==> src/rtl/serial_pattern_tx.sv <==
// MSB-first serial transmitter driving the 0101/1010 detector d_in stream.
// Optional golden pattern counter enabled by SERIAL_TX_EXPECT_EN.
module serial_pattern_tx #(
  parameter int WIDTH = 8,
  parameter int DIV   = 4,
  parameter int CNT_W = 8
) (
  input  logic             clk,
  input  logic             reset,
  input  logic             load_valid,
  input  logic [WIDTH-1:0] load_data,
  output logic             load_ready,
  output logic             d_out,
  output logic             bit_strobe,
  output logic             busy,
  output logic             done
`ifdef SERIAL_TX_EXPECT_EN
  ,
  output logic [CNT_W-1:0] exp_count
`endif
);

  localparam int DW = $clog2(DIV) + 1;
  localparam int BW = $clog2(WIDTH) + 1;
  localparam logic [DW-1:0] DIV_LAST = DW'(DIV - 1);
  localparam logic [BW-1:0] BIT_LAST = BW'(WIDTH - 1);

  typedef enum logic {
    IDLE,
    SHIFT
  } state_t;

  state_t           state;
  state_t           state_d;
  logic [WIDTH-1:0] shreg;
  logic [DW-1:0]    div_cnt;
  logic [BW-1:0]    bit_cnt;
  logic             accept;
  logic             advance;
  logic             finish;
  logic             period_end;

  assign load_ready = (state == IDLE);
  assign busy       = (state == SHIFT);
  assign period_end = (div_cnt == DIV_LAST);

  always_comb begin
    state_d = state;
    accept  = 1'b0;
    advance = 1'b0;
    finish  = 1'b0;
    unique case (state)
      IDLE: begin
        accept = load_valid;
        if (load_valid) state_d = SHIFT;
      end
      SHIFT: begin
        if (period_end) begin
          if (bit_cnt == BIT_LAST) begin
            finish  = 1'b1;
            state_d = IDLE;
          end else begin
            advance = 1'b1;
          end
        end
      end
    endcase
  end

  always_ff @(posedge clk or negedge reset) begin
    if (!reset) state <= IDLE;
    else        state <= state_d;
  end

  // shreg holds the bits not yet driven, next one in the MSB
  always_ff @(posedge clk or negedge reset) begin
    if (!reset) begin
      shreg      <= '0;
      div_cnt    <= '0;
      bit_cnt    <= '0;
      d_out      <= 1'b0;
      bit_strobe <= 1'b0;
      done       <= 1'b0;
    end else begin
      bit_strobe <= 1'b0;
      done       <= finish;
      if (accept) begin
        shreg      <= load_data << 1;
        d_out      <= load_data[WIDTH-1];
        bit_strobe <= 1'b1;
        div_cnt    <= '0;
        bit_cnt    <= '0;
      end else if (state == SHIFT) begin
        if (period_end) begin
          div_cnt <= '0;
          if (advance) begin
            bit_cnt    <= bit_cnt + 1'b1;
            d_out      <= shreg[WIDTH-1];
            shreg      <= shreg << 1;
            bit_strobe <= 1'b1;
          end
        end else begin
          div_cnt <= div_cnt + 1'b1;
        end
      end
    end
  end

`ifdef SERIAL_TX_EXPECT_EN
  logic [3:0] hist;
  logic [2:0] sent;
  logic       new_bit;
  logic       hit;

  assign new_bit = accept ? load_data[WIDTH-1] : shreg[WIDTH-1];
  assign hit     = (hist == 4'b0101) || (hist == 4'b1010);

  // sent saturates at 4: history is only meaningful once full
  always_ff @(posedge clk or negedge reset) begin
    if (!reset) begin
      hist      <= '0;
      sent      <= '0;
      exp_count <= '0;
    end else begin
      if (accept || advance) begin
        hist <= {hist[2:0], new_bit};
        if (!sent[2]) sent <= sent + 1'b1;
      end
      if (bit_strobe && sent[2] && hit && exp_count != '1)
        exp_count <= exp_count + 1'b1;
    end
  end
`endif

endmodule

==> config.mk <==
export PLATFORM = sky130hd
export DESIGN_NAME = serial_pattern_tx
export DESIGN_NICKNAME = d
export VERILOG_FILES = /design/src/rtl/serial_pattern_tx.sv
export SDC_FILE = /design/constraint.sdc
export NUM_CORES = 1
export LEC_CHECK = 0
export CORE_MARGIN = 4
export CORE_UTILIZATION = 49
export DETAILED_ROUTE_END_ITERATION = 10
export GPL_TIMING_DRIVEN = 0
export MAX_ROUTING_LAYER = met4
export PLACE_DENSITY = 0.74
export SLEW_MARGIN = 20
export SYNTH_ARGS = -nofsm -noshare
export SYNTH_HDL_FRONTEND = slang
export SYNTH_SLANG_ARGS = --single-unit
==> constraint.sdc <==
create_clock -name clk -period 1.9 [get_ports clk]
set_input_delay 0.38 -clock clk [delete_from_list [all_inputs] [get_ports clk]]
set_output_delay 0.38 -clock clk [all_outputs]
set_load 0.05 [all_outputs]
==> impl_metrics.ini <==
[die]
floorplan.die.height_um = 49.3
design.portCount = 16
core-area_mm2 = 0.00156
start_util_pct = 53.6
row_count = 14
design.die.area_mm2 = 0.00243
die_width_um = 49.3

[clock_network]
clk-insertion-delay-late_ps = 290
cts_max_path_buffers = 2
post_cts_hold_buffer_count = 0
cts.clk_slew.worst_paths_ps = 100
cts-htree-levels = 1
cts-buffers-inserted = 3
cts.sink_count = 18
cts_tree = built
ctsRootBufferMaster = sky130_fd_sc_hd__clkbuf_4

[job]
drv.max_cap_violation_count = 0

[synthesis]
register_bit_count_reported_by_yosys = 18
synth.yosys.warnings = 0
ys_types = 23
instance_count_of_the_mapped_netlist = 87
ys_seq_area_share_pct = 53.9
mappedNetlistArea_um2 = 836
yosys-top-cells-area = sky130_fd_sc_hd__dfrtp_1, sky130_fd_sc_hd__nand2_1, sky130_fd_sc_hd__o211ai_1, sky130_fd_sc_hd__nand3_1, sky130_fd_sc_hd__o21ai_0
synthesis.area_per_instance_um2 = 9.61
synth.top_cell.area_share_pct = 53.9
synth_largest_area_cell = sky130_fd_sc_hd__dfrtp_1
syn-num-nets = 100

[route]
via_count = 683
number_of_search_and_repair_iterations_in_the_first_detailed_routing_pass = 4
initial_drt_markers = 12
avgViaCountPerCell = 5.60
antenna_left = 0
drc = 0
drt-total-wl_mm = 1.63
wire_per_inst_um = 13.3

[setup_path]
worst-r2r-cell-count = 4
cp-startpoint = d_out
critical_path.reg2reg.startpoint = bit_cnt[0]
timing.critical_path.from_type = flop
timing_worst_setup_path_type = flop to output port
timing.critical_path.arrival_ps = 1450
crit_fanout = 2
cp_cell_sequence = clkdlybuf4s50_1
cp_slowest_stage_delay_ps = 800
critical_path_buf_inv_count = 1
r2r-end = shreg[3]
critical_path_depth = 1
worst_path_max_delay_cell = sky130_fd_sc_hd__clkdlybuf4s50_1
critical-path-top-delay-family = buffers and inverters
cp.required_ps = 1520
reg2reg_setup_slack_ps = 330
crit_end = d_out
critical_path_endpoint_category = output port

[global_routing]
grt_start_max_net_pins = 19
first_pass_grt_wire_length_mm = 2.82
grt_antenna_before_repair = 0
grt_pass1_vias = 660
grtUsageTotal_pct = 15.3
global_route.overflow_total = 0

[outcome]
outcome = finished, final reports clean

[timing]
setup_tns_ps = 0
rsz0062_at_grt = false
maxSlewViolCount = 0
max-slew-margin-rel_pct = 46.2
final-setup-viol-count = 0
report.final.hold_viol_count = 0
clock_period_minus_final_worst_setup_slack_ps = 1830
max_clock_freq_mhz = 547
post-route-period-util_pct = 96.2
clock-skew-final_ps = 6.46
max_slew.worst_pin.slew_ps = 804

[placed_design]
hpwl_mm = 1.19
post-place-cells = 118
routabilityCongestion = 0.743
numPortBuffers = 15

[final_layout]
multi_input_area_um2 = 362
layout.cells.most_common_list = sky130_fd_sc_hd__nand2_1, sky130_fd_sc_hd__dfrtp_1, sky130_fd_sc_hd__clkdlybuf4s50_1
instances_no_fill = 122
antennaDiodeCount = 0
layout.core_utilization_pct = 66.8
area_growth_pct = 24.6
layout_commonest_cell = sky130_fd_sc_hd__nand2_1
nets = 120
post_route_cells_drive_above_1_share_pct = 7.55
seqCellArea_um2 = 450
nFillCells = 131

[power]
power.density_mw_per_mm2 = 1260
vdd.ir_drop.worst_v = 0.000875
leakage_nw = 0.454

[hold_path]
worst_hold_path_class = flop to flop
## report_power, final
group / internal [mW] / leakage, nW / switching [mW] / total, mW
Combinational: 0.206 / 0.201 / 0.286 / 0.491
Sequential: 0.507 / 0.232 / 0.0759 / 0.583
Clock: 0.117 / 0.0210 / 0.117 / 0.234
## sequential cells by signal, indices dropped and copies added, names as in the netlist
signal and flops:
shreg 7, bit_cnt 4, div_cnt 3, bit_strobe 1, busy 1, d_out 1, done 1
## layout make-up
class | instances | share of cell area, %
buffer | 4 | 1.92
clock buffer | 4 | 3.49
inverter | 1 | 0.361
multi-input combinational | 64 | 34.7
sequential | 18 | 43.3
tap | 16 | 1.92
timing repair buffer | 15 | 14.3
## Yosys cell counts, drive strengths merged
cell / number
a21oi: 3
nor2: 4
and3b: 2
nor2b: 1
o21ai: 6
nand2: 20
mux2i: 1
nand3b: 2
a32o: 1
o211ai: 7
clkbuf: 2
dfrtp: 18
or3: 1
or4: 1
ha: 2
nand3: 10
inv: 1
nand2b: 2
and3: 1
buf: 2
## routing by layer
metal,routed length [um],up-vias,global-route usage [%]
met1,745,327,18.0
met4,23,0,4.27
met3,64,4,3.98
met2,791,10,25.7
li1,-,342,-
met5,0,-,-
## cell families after synthesis
family                     after synthesis  synth area share [%]
muxes                                    1                  1.20
buffers and inverters                    5                  2.84
and+or+nand+nor                         44                  26.2
DFF                                     18                  53.9
adders and majority gates                2                  2.99
AOI/OAI and AO/OA                       17                  12.9
## worst register-to-register path, delay by kind of cell, from the launching register on
family                   cells  cell delay (ps)
flip-flops                   1              420
adder cells (fa/ha/maj)      1              230
AO/OA/AOI/OAI                1              180
AND/OR/NAND/NOR              2              630
## worst min path at each step
stage	depth (start not counted)	endpoint	slack, ps	startpoint
global route	1	div_cnt[1]	550	div_cnt[1]
floorplan	0	bit_cnt[0]	80	reset
CTS	1	div_cnt[0]	510	div_cnt[0]
detailed placement	1	div_cnt[1]	490	div_cnt[1]
global placement	1	div_cnt[1]	480	div_cnt[1]
finish	1	div_cnt[0]	500	div_cnt[0]
## metrics by stage
stage | setup WS (ps) | cell area (um2) | hold slack (ps) | power [mW]
2_1_floorplan | 277 | 836 | 84.4 | 0.937
3_3_place_gp | 150 | 1010 | 481 | 1.07
3_5_place_dp | 137 | 1010 | 489 | 1.09
4_1_cts | 51.8 | 1040 | 510 | 1.33
5_1_grt | 20.9 | 1040 | 548 | 1.41
6_report | 71.3 | 1040 | 504 | 1.31
## what timing repair did
| action | in CTS | in global routing |
|---|---|---|
| buffers inserted | 0 | 0 |
| endpoints found under the hold margin | 0 | 0 |
| gates resized for setup | 1 | 0 |
| endpoints found under the setup margin | 1 | 0 |
No activity file was read; power rests on OpenSTA's default activity.
